File: src/rtl/fdc_access_ctrl.sv
// -----------------------------------------------------------------------------
// fdc_access_ctrl
//
// Bridges CPU I/O cycles on the +3 FDC ports (#2FFD status, #3FFD data) to the
// FDC bus timing. Each accepted access is stretched into a fixed sequence:
// address/data setup, an active-low rd/wr strobe, and address/data hold. The
// controller then waits for the CPU to end its cycle and enforces a recovery
// gap before the next access can be accepted.
//
// Build option:
//   FDC_WAIT_EN  - when defined, cpu_wait_n is pulled low from the cycle after
//                  access start until the FSM leaves HOLD. When undefined,
//                  cpu_wait_n is tied high.
//
// Parameters (each of SETUP, HOLD and RECOVERY must be at least 1):
//   SETUP_CYCLES    - clk28 cycles of setup before the strobe
//   STROBE_CYCLES   - strobe low width in clk28 cycles (2..15)
//   HOLD_CYCLES     - clk28 cycles of hold after the strobe rises
//   RECOVERY_CYCLES - minimum idle cycles between consecutive strobes
//
// Ports:
//   clk28, rst_n       - clock and asynchronous active-low reset
//   cs, a12            - decoded FDC port select and register select address bit
//   cpu_rd, cpu_wr     - CPU I/O strobes, active-high
//   cpu_d              - CPU write data
//   d_out, d_out_active- captured read data and its bus-drive enable
//   cpu_wait_n         - active-low CPU WAIT request
//   fdc_a0             - FDC register select
//   fdc_rd_n, fdc_wr_n - FDC strobes, active-low
//   fdc_d_out, fdc_d_oe- data to the FDC and its output enable
//   fdc_d_in           - FDC read data
// -----------------------------------------------------------------------------
module fdc_access_ctrl #(
    parameter int SETUP_CYCLES    = 2,
    parameter int STROBE_CYCLES   = 8,
    parameter int HOLD_CYCLES     = 2,
    parameter int RECOVERY_CYCLES = 3
) (
    input  logic       clk28,
    input  logic       rst_n,
    input  logic       cs,
    input  logic       a12,
    input  logic       cpu_rd,
    input  logic       cpu_wr,
    input  logic [7:0] cpu_d,
    output logic [7:0] d_out,
    output logic       d_out_active,
    output logic       cpu_wait_n,
    output logic       fdc_a0,
    output logic       fdc_rd_n,
    output logic       fdc_wr_n,
    output logic [7:0] fdc_d_out,
    output logic       fdc_d_oe,
    input  logic [7:0] fdc_d_in
);

    // state   | meaning
    // --------+---------------------------------------------------------
    // IDLE    | waiting for a qualified CPU read/write of the FDC ports
    // SETUP   | address/data presented, strobe still high
    // STROBE  | fdc_rd_n or fdc_wr_n held low
    // HOLD    | strobe released, address/data still held
    // DONE    | waiting for the CPU to drop cpu_rd and cpu_wr
    // RECOVER | enforced idle gap before the next access
    typedef enum logic [2:0] {
        IDLE,
        SETUP,
        STROBE,
        HOLD,
        DONE,
        RECOVER
    } state_t;

    // Counters load N-1 on entry and the state ends when they reach zero.
    localparam logic [3:0] SETUP_LAST   = 4'(SETUP_CYCLES - 1);
    localparam logic [3:0] STROBE_LAST  = 4'(STROBE_CYCLES - 1);
    localparam logic [3:0] HOLD_LAST    = 4'(HOLD_CYCLES - 1);
    localparam logic [3:0] RECOVER_LAST = 4'(RECOVERY_CYCLES - 1);

    state_t     state;
    logic [3:0] cnt;
    logic       dir_wr;

    logic start_rd;
    logic start_wr;
    logic start;

    // Simultaneous rd+wr is rejected, as are writes to the status register.
    assign start_rd = cs && cpu_rd && !cpu_wr;
    assign start_wr = cs && cpu_wr && !cpu_rd && a12;
    assign start    = (state == IDLE) && (start_rd || start_wr);

    always_ff @(posedge clk28 or negedge rst_n) begin
        if (!rst_n) begin
            state        <= IDLE;
            cnt          <= 4'd0;
            dir_wr       <= 1'b0;
            fdc_rd_n     <= 1'b1;
            fdc_wr_n     <= 1'b1;
            fdc_d_oe     <= 1'b0;
            fdc_a0       <= 1'b0;
            fdc_d_out    <= 8'h00;
            d_out        <= 8'hFF;
            d_out_active <= 1'b0;
        end else begin
            // Bus drive ends once the CPU read strobe has gone away; a capture
            // in the same cycle below takes precedence.
            if (d_out_active && !cpu_rd) begin
                d_out_active <= 1'b0;
            end

            case (state)
                IDLE: begin
                    cnt <= 4'd0;
                    if (start) begin
                        state     <= SETUP;
                        cnt       <= SETUP_LAST;
                        fdc_a0    <= a12;
                        dir_wr    <= start_wr;
                        fdc_d_out <= cpu_d;
                        fdc_d_oe  <= start_wr;
                    end
                end

                SETUP: begin
                    if (cnt == 4'd0) begin
                        state <= STROBE;
                        cnt   <= STROBE_LAST;
                        if (dir_wr) begin
                            fdc_wr_n <= 1'b0;
                        end else begin
                            fdc_rd_n <= 1'b0;
                        end
                    end else begin
                        cnt <= cnt - 4'd1;
                    end
                end

                STROBE: begin
                    if (cnt == 4'd0) begin
                        state    <= HOLD;
                        cnt      <= HOLD_LAST;
                        fdc_rd_n <= 1'b1;
                        fdc_wr_n <= 1'b1;
                        if (!dir_wr) begin
                            d_out        <= fdc_d_in;
                            d_out_active <= 1'b1;
                        end
                    end else begin
                        cnt <= cnt - 4'd1;
                    end
                end

                HOLD: begin
                    if (cnt == 4'd0) begin
                        state    <= DONE;
                        fdc_d_oe <= 1'b0;
                    end else begin
                        cnt <= cnt - 4'd1;
                    end
                end

                DONE: begin
                    cnt <= 4'd0;
                    if (!cpu_rd && !cpu_wr) begin
                        state <= RECOVER;
                        cnt   <= RECOVER_LAST;
                    end
                end

                RECOVER: begin
                    if (cnt == 4'd0) begin
                        state <= IDLE;
                    end else begin
                        cnt <= cnt - 4'd1;
                    end
                end

                default: begin
                    state    <= IDLE;
                    cnt      <= 4'd0;
                    fdc_rd_n <= 1'b1;
                    fdc_wr_n <= 1'b1;
                    fdc_d_oe <= 1'b0;
                end
            endcase
        end
    end

`ifdef FDC_WAIT_EN
    logic wait_q;

    always_ff @(posedge clk28 or negedge rst_n) begin
        if (!rst_n) begin
            wait_q <= 1'b1;
        end else if (start) begin
            wait_q <= 1'b0;
        end else if (state == HOLD && cnt == 4'd0) begin
            wait_q <= 1'b1;
        end
    end

    assign cpu_wait_n = wait_q;
`else
    assign cpu_wait_n = 1'b1;
`endif

endmodule
File: config.mk
export PLATFORM = sky130hd
export DESIGN_NAME = fdc_access_ctrl
export DESIGN_NICKNAME = d
export VERILOG_FILES = /design/src/rtl/fdc_access_ctrl.sv
export SDC_FILE = /design/constraint.sdc
export NUM_CORES = 1
export LEC_CHECK = 0
export CAP_MARGIN = 10
export CORE_MARGIN = 5
export CORE_UTILIZATION = 35
export CTS_CLUSTER_SIZE = 8
export DETAILED_ROUTE_END_ITERATION = 8
export DONT_BUFFER_PORTS = 1
export SLEW_MARGIN = 30
export SYNTH_ARGS = -nofsm -noshare
export SYNTH_HDL_FRONTEND = slang
export SYNTH_SLANG_ARGS = --single-unit
File: constraint.sdc
create_clock -name clk28 -period 6.6 [get_ports clk28]
set_clock_uncertainty 0.05 [all_clocks]
set_input_delay 0.33 -clock clk28 [delete_from_list [all_inputs] [get_ports clk28]]
set_output_delay 0.33 -clock clk28 [all_outputs]
set_load 0.1 [all_outputs]
# After elaboration in Yosys (flattened, before gate mapping)
# Cells that the tools add are included.
[totals] regBits=29 input_bits=22 out_inout_bits=22 elab_cells=77
[op_classes] addsub=1 eq_ne=14 n_mux=27 bitwise=3 reduce_logical=22
[op_table] cell="4-bit one-hot mux with 5 select lines" count=1
[op_table] cell="3-bit two-way mux" count=6
[op_table] cell="2-bit != test, second input constant" count=9
[op_table] cell="3-bit one-hot mux with 6 select lines" count=1
[op_table] cell="1-bit two-way mux" count=12
[op_table] cell="4-bit two-way mux" count=3
[op_table] cell="1-bit one-hot mux with 3 select lines" count=3
[op_table] cell="1-bit logical AND" count=8
[op_table] cell="4-bit AND reduction" count=2
[op_table] cell="4-bit OR reduction" count=2
[op_table] cell="3-bit by 2-bit == test with 1-bit output, second input constant" count=2
[op_table] cell="3-bit == test, second input constant" count=2
[op_table] cell="3-bit AND reduction" count=2
[op_table] cell="6-bit AND reduction" count=1
[op_table] cell="4-bit zero test" count=1
[op_table] cell="4-bit by 1-bit subtractor with 4-bit output, second input constant" count=1
[op_table] cell="3-bit by 1-bit == test with 1-bit output, second input constant" count=1
[op_table] cell="3-bit zero test" count=1
[op_table] cell="1-bit inverter" count=3
[op_table] cell="1-bit zero test" count=2
[op_table] cell="2-bit two-way mux" count=1
[op_table] cell="2-bit AND reduction" count=1
[op_table] cell="2-bit OR reduction" count=1
[op_table] cell="1-bit logical OR" count=1

# Logic depth before layout (Yosys ltp)
# Gate-level depths: netlist of the first run.
[depth] word_depth=7 depth_mapped=6 ltp_nobuf=5

# Worst setup path after synthesis of the first run
# No wires, ideal clock.
[synth_path] path_kind="reg2reg" startpoint="register cnt[0]" endpoint="register d_out[0]" setup_time_ns=0.082 t_arrival_ns=1.936 slack_ns=4.531 path_stages_with_launch=7 path_buffers=1 cell_sequence="dfrtp_1 > inv_1 > ha_1 > or3b_4 > or4_4 > buf_6 > mux2_4"
[synth_between] elab_chain_len=2
[synth_lines] item="from (decl)" line="81" text="logic [3:0] cnt;"
[synth_lines] item="from (signal assigned)" line="135" text="cnt <= cnt - 4'd1;"
[synth_lines] item="from (signal assigned)" line="150" text="cnt <= cnt - 4'd1;"
[synth_lines] item="from (signal assigned)" line="159" text="cnt <= cnt - 4'd1;"
[synth_lines] item="4-bit zero test" line="140" text="if (cnt == 4'd0) begin"
[synth_lines] item="3-bit AND reduction (no line)"
[synth_lines] item="to (signal assigned)" line="146" text="d_out <= fdc_d_in;"
[synth_lines] item="to (decl)" line="46" text="output logic [7:0] d_out,"
# Every way passes these cells.
# A chain may end at the register's enable or synchronous reset.

# Final worst setup path of the first run
[layout_path] startpoint="register cnt[1]" endpoint="register d_out[4]"
# Same word-level chain as after synthesis.

==> reports/results.ini, run 1 <==
[placed_design]
gp_congestion = 0.795
placed_area_sq_um = 1440
portBuffers = 0
hpwl_microns = 1980

[routing]
drt-total-wl_microns = 2810
viasPerCell = 5.42
drt_iter0_drc = 35
dr.pass1.iters = 4
dr_total_vias = 922
post_drt_wl_per_cell_microns = 16.6
drtAntennaViolNets = 0
drc = 0

[die]
die_height_microns = 73.6
die_area_sq_um = 5410
io_pins = 44
start_util_pct = 35.6
core_area_sq_um = 3970
fp-row-count = 23
die_w_microns = 73.6

[logic_synthesis]
syn_avg_cell_area_sq_um = 12.1
synth.distinct_cells = 37
synth_seq_cells = 29
synth_top_area_share_pct = 33.6
synth_area_sq_um = 1410
synth_cells = 117
ys_top_cells_by_area = dfrtp_1, dfstp_2, mux2_4
synth_seq_area_share_pct = 52.2
synthesis.nets = 141
yosys_warnings = 0
yosys.area.top_type = dfrtp_1

[sta]
fin_crit_ns = 2.16
slew_headroom_pct = 37.8
worst_hold_slack_ns = 0.115
fmax_mhz = 462
drv_slew = 0
setup_violations = 0
tns_ns = 0
rsz0062_at_grt = false
worst_slew_pin_slew_ns = 0.934
hold_viol = 0
finalCritPeriodShare_pct = 32.8

[global_routing]
grt_pass1_vias = 913
gr-total-overflow = 0
grt_usage_pct = 11.0
antenna_found_initial = 0
grt_max_degree = 30
grt_pass1_wl_microns = 4520

[clocking]
htreeDepth = 2
cts_made_buffers = 5
clk_pin_slew_ns = 0.06
cts.path.max_buffers = 2
cts_setup_buffers = 0
root_buffer = clkbuf_8
clock_latency_ns = 0.28
cts_sinks = 29
cts_resized = 0
cts_tree = yes

[cells_and_area]
drive_gt1_share_pct = 33.3
area_growth_pct = 10.3
design_area_sq_um = 1560
layout.nets = 143
fill_cells = 398
antennaDiodeCount = 0

[worst_setup_path]
cp.arrival_ns = 2.32
r2r_slack_ns = 4.44
start_kind = flip-flop
critical_path_required_ns = 6.76
cp-end-kind = flip-flop
crit_type = reg2reg
crit_path_max_fanout = 9

[hold_path]
worstHoldPathType = in2reg

[flow_run]
max-cap-violations = 0

[run_status]
status = completed

-- cells in the mapped netlist --
library cell,count
a211oi_1,4
a21oi_1,1
a22oi_1,1
a31oi_1,1
a41o_1,1
and3b_1,1
and4b_1,1
buf_2,1
buf_4,1
buf_6,1
clkbuf_1,4
conb_1,1
dfrtp_1,19
dfstp_2,10
ha_1,2
inv_1,4
mux2_2,10
mux2_4,8
nand2_1,4
nand2b_1,4
nand3b_1,1
nand4bb_1,1
nor2_1,6
nor2b_1,2
nor3_1,6
nor3b_1,1
o21a_1,1
o21ai_0,9
o31ai_1,2
o32a_1,1
o32ai_1,1
o41ai_1,1
or3b_4,1
or4_1,1
or4_4,1
xnor2_1,2
xor2_1,1
-- through the flow --
step                      instances  setup WS, ns  utilization [%]
after floorplan                 117          4.53                -
after global placement          160          4.50             36.2
after detailed placement        160          4.45             36.2
after CTS                       170          4.44             39.1
after global routing            170          4.38             39.3
final                           170          4.44             39.3
-- layer usage --
layer | global-route usage, % | share of wire (%)
met5 | 0 | 0
met2 | 14.5 | 44
met3 | 5.47 | 9.1
met4 | 5.43 | 2.0
met1 | 14.7 | 44
-- sequential cells by signal, summed over array words and instances (netlist names) --
signal,flops
d_out_active,1
dir_wr,1
fdc_a0,1
cnt,4
d_out,8
fdc_rd_n,1
fdc_wr_n,1
fdc_d_out,8
fdc_d_oe,1
state,3
-- area by class of cell --
cell class / instances / area [sq um] / area share [%]
clock buffer: 5 / 68.8 / 4.41
clock inverter: 3 / 17.5 / 1.12
inverter: 4 / 15.0 / 0.963
multi-input combinational: 77 / 627 / 40.2
sequential: 29 / 738 / 47.4
tap: 50 / 62.6 / 4.01
timing repair buffer: 2 / 30.0 / 1.93
-- worst paths after layout --
kind	from	endpoint	depth (start not counted)
worst max-delay path	cnt[1]$_DFFE_PN0P_	d_out[4]$_DFFE_PN1P_	5
min in group asynchronous	rst_n	fdc_d_out[4]$_DFFE_PN0P_	2
worst min-delay path	cpu_rd	d_out_active$_DFF_PN0_	2
worst min register to register	dir_wr$_DFFE_PN0P_	dir_wr$_DFFE_PN0P_	2
max in group asynchronous	rst_n	d_out[2]$_DFFE_PN1P_	2
worst max register to register	cnt[1]$_DFFE_PN0P_	d_out[4]$_DFFE_PN1P_	5
-- cells by family after synthesis --
logic type	Yosys count	synth area share (%)
other	1	0.265
multiplexers	18	16.5
AND/OR/NAND/NOR	30	12.7
flip-flops	29	52.2
XOR/XNOR	3	1.86
buffers and inverters	11	3.80
AO/OA/AOI/OAI	23	10.9
adder cells (fa/ha/maj)	2	1.77
-- layout by cell type, fill, tap and decap left out, drive strengths merged, types with 2 or more instances in the layout --
master and count:
dfrtp 19, mux2 18, dfstp 10, o21ai 9
nor3 6, nor2 6, clkbuf 5, inv 4
nand2b 4, nand2 4, a211oi 4, xnor2 2
o31ai 2, nor2b 2, ha 2, clkinv 2
or4 2
-- critical path, stage by stage, from the launching register on --
cell	delay [ns]
dfrtp_1	0.39
inv_1	0.10
ha_1	0.18
or3b_4	0.42
or4_4	0.61
mux2_4	0.33
-- timing repair --
item | in CTS | in global routing
setup endpoints to repair | 0 | 0
hold endpoints to repair | 29 | 0
hold buffers | 2 | 0
Power of run 1 is left out: the tool's default activity adds up to more than one toggle a clock period on the data nets, which glitch-free logic cannot reach.
==> run 2: changes to the inputs <==
==> constraint.sdc (replaced) <==
create_clock -name clk28 -period 2 [get_ports clk28]
set_clock_uncertainty 0.05 [all_clocks]
set_input_delay 0.1 -clock clk28 [delete_from_list [all_inputs] [get_ports clk28]]
set_output_delay 0.1 -clock clk28 [all_outputs]
set_load 0.1 [all_outputs]
==> run 2 against run 1 <==
The run now ends with negative setup slack left. Die area stayed put. Non-clock buffer count is 53 higher. Register-to-register slack worse by 4.4 ns.
==> reports/results.ini, run 2 (same netlist as run 1, synthesis figures left out) <==
[run_status]
status = complete, but fails checks  ; was completed
violations = negative setup slack

[routing]
drc = 0  ; unchanged
drtAntennaViolNets = 0  ; unchanged
dr_total_vias = 1099  ; was 922
drt-total-wl_microns = 3440  ; was 2810 microns
post_drt_wl_per_cell_microns = 15.4  ; was 16.6 microns
dr.pass1.iters = 4  ; unchanged
drt_iter0_drc = 39  ; was 35
viasPerCell = 4.91  ; was 5.42

[placed_design]
portBuffers = 0  ; unchanged
hpwl_microns = 2330  ; was 1980 microns
gp_congestion = 0.825  ; was 0.795
dp_cells = 193  ; was 160
placed_area_sq_um = 1690  ; was 1440 sq um

[die]
die_area_sq_um = 5410  ; unchanged
io_pins = 44  ; unchanged
core_area_sq_um = 3970  ; unchanged
start_util_pct = 35.6  ; unchanged
fp-row-count = 23  ; unchanged
die_w_microns = 73.6  ; unchanged
die_height_microns = 73.6  ; unchanged

[clocking]
clock_latency_ns = 0.27  ; was 0.28 ns
htreeDepth = 2  ; unchanged
cts_made_buffers = 5  ; unchanged
root_buffer = clkbuf_8  ; unchanged
clk_pin_slew_ns = 0.06  ; about the same
cts.path.max_buffers = 2  ; unchanged
cts_sinks = 29  ; unchanged
cts_tree = yes  ; unchanged

[cells_and_area]
final_cell_count_no_fill = 224  ; was 170
area_growth_pct = 43.2  ; was 10.3%
drive_gt1_share_pct = 43.7  ; was 33.3%
fin_util_pct = 51.0  ; was 39.3%
mostFrequentLayoutCells = buf_4, dfrtp_1, dlygate4sd3_1  ; was dfrtp_1, mux2_2, dfstp_2
design_area_sq_um = 2020  ; was 1560 sq um
reg_top3 = d_out (8), fdc_d_out (8), cnt (4)  ; unchanged
layout_commonest_cell = buf_4  ; was dfrtp_1
antennaDiodeCount = 0  ; unchanged
layout.nets = 197  ; was 143

[worst_setup_path]
cp.arrival_ns = 2.16  ; was 2.32 ns
cp_top_family = simple AND/OR/NAND/NOR gates  ; unchanged
critical_path_required_ns = 2.15  ; was 6.76 ns
crit_path_max_fanout = 5  ; was 9
crit_type = reg2reg  ; unchanged
r2r_end = d_out[5]$_DFFE_PN1P_  ; was d_out[4]$_DFFE_PN1P_
slowest_stage = or4_4  ; unchanged
max_stage_delay_ns = 0.56  ; was 0.61 ns
start_kind = flip-flop  ; unchanged
crit_chain = inv_2 > ha_4 > or3b_4 > or4_4 > mux2_4  ; was inv_1 > ha_1 > or3b_4 > or4_4 > mux2_4
timing.rr.start = cnt[1]$_DFFE_PN0P_  ; unchanged
cp-end-kind = flip-flop  ; unchanged
r2r_cells = 5  ; unchanged
crit_buf_inv = 1  ; unchanged
r2r_slack_ns = -0.008  ; was 4.44 ns

[sta]
fin_crit_ns = 2.01  ; was 2.16 ns
fmax_mhz = 498  ; was 462 MHz
setup_slack_ns = -0.00765  ; was 4.44 ns
drv_slew = 0  ; unchanged
hold_viol = 0  ; unchanged
setup_violations = 1  ; was 0
finalCritPeriodShare_pct = 100  ; was 32.8%
rsz0062_at_grt = true  ; was false

[global_routing]
antenna_found_initial = 0  ; unchanged
grt_pass1_vias = 1109  ; was 913
grt_max_degree = 30  ; unchanged
grt_pass1_wl_microns = 5200  ; was 4520 microns
grt_usage_pct = 12.8  ; was 11.0%
gr-total-overflow = 0  ; unchanged

[hold_path]
min_to = state[0]$_DFFE_PN0P_  ; was d_out_active$_DFF_PN0_
min_from = cpu_rd  ; unchanged
worstHoldPathType = in2reg  ; unchanged
holdPathStages = 3  ; was 2

[flow_run]
max-cap-violations = 0  ; unchanged

run 2: routing by layer:
metal / track usage, % / wire [microns] / vias up / share of wire, %
li1: - / - / 534 / -
met1: 14.9 / 1360 / 523 / 40
met2: 20.9 / 1750 / 33 / 51
met3: 4.65 / 230 / 9 / 6.7
met4: 5.84 / 95 / 0 / 2.8
met5: 0 / 0 / - / 0
run 2: timing repair:
item,in CTS,in global routing
hold buffers,20,0
cloned,1,0
resized for setup,1,4
pin swaps,1,2
setup buffers,0,2
endpoints found under the setup margin,8,8
hold endpoints to repair,47,0
run 2: area by class of cell:
| cell class | instances | area, sq um |
|---|---|---|
| Sequential cell | 29 | 738 |
| Clock buffer | 8 | 90.1 |
| Inverter | 4 | 15.0 |
| Tap cell | 50 | 62.6 |
| Timing Repair Buffer | 55 | 473 |
| Multi-Input combinational cell | 78 | 646 |
| Fill cell | 357 | 1950 |
run 2: worst max path at each step:
| stage | from | to | slack (ns) | cells past startpoint |
|---|---|---|---|---|
| after detailed placement | cnt[0]$_DFFE_PN0P_ | d_out[5]$_DFFE_PN1P_ | -0.08 | 5 |
| final | cnt[1]$_DFFE_PN0P_ | d_out[5]$_DFFE_PN1P_ | -0.008 | 5 |
| after CTS | cnt[0]$_DFFE_PN0P_ | d_out[5]$_DFFE_PN1P_ | 0.009 | 5 |
| after global placement | cnt[0]$_DFFE_PN0P_ | d_out[7]$_DFFE_PN1P_ | -0.01 | 5 |
| after global routing | cnt[1]$_DFFE_PN0P_ | d_out[5]$_DFFE_PN1P_ | -0.06 | 5 |
| after floorplan | cnt[0]$_DFFE_PN0P_ | d_out[0]$_DFFE_PN1P_ | -0.07 | 6 |
run 2: worst reg2reg max path, stage by stage, from the launching register on:
cell and delay [ns]:
dfrtp_1 0.38, inv_2 0.09, ha_4 0.14, or3b_4 0.39, or4_4 0.56, mux2_4 0.33
run 2: through the flow:
stage | TNS, ns | setup WS (ns) | hold WS, ns
5_1_grt | -0.236 | -0.0592 | 0.0398
4_1_cts | 0 | 0.00885 | 0.0306
6_report | -0.00765 | -0.00765 | 0.0295
3_5_place_dp | -0.569 | -0.0831 | -0.244
2_1_floorplan | -0.549 | -0.0687 | -0.246
3_3_place_gp | -0.104 | -0.0131 | -0.244
Power of run 2 is left out for the same reason.
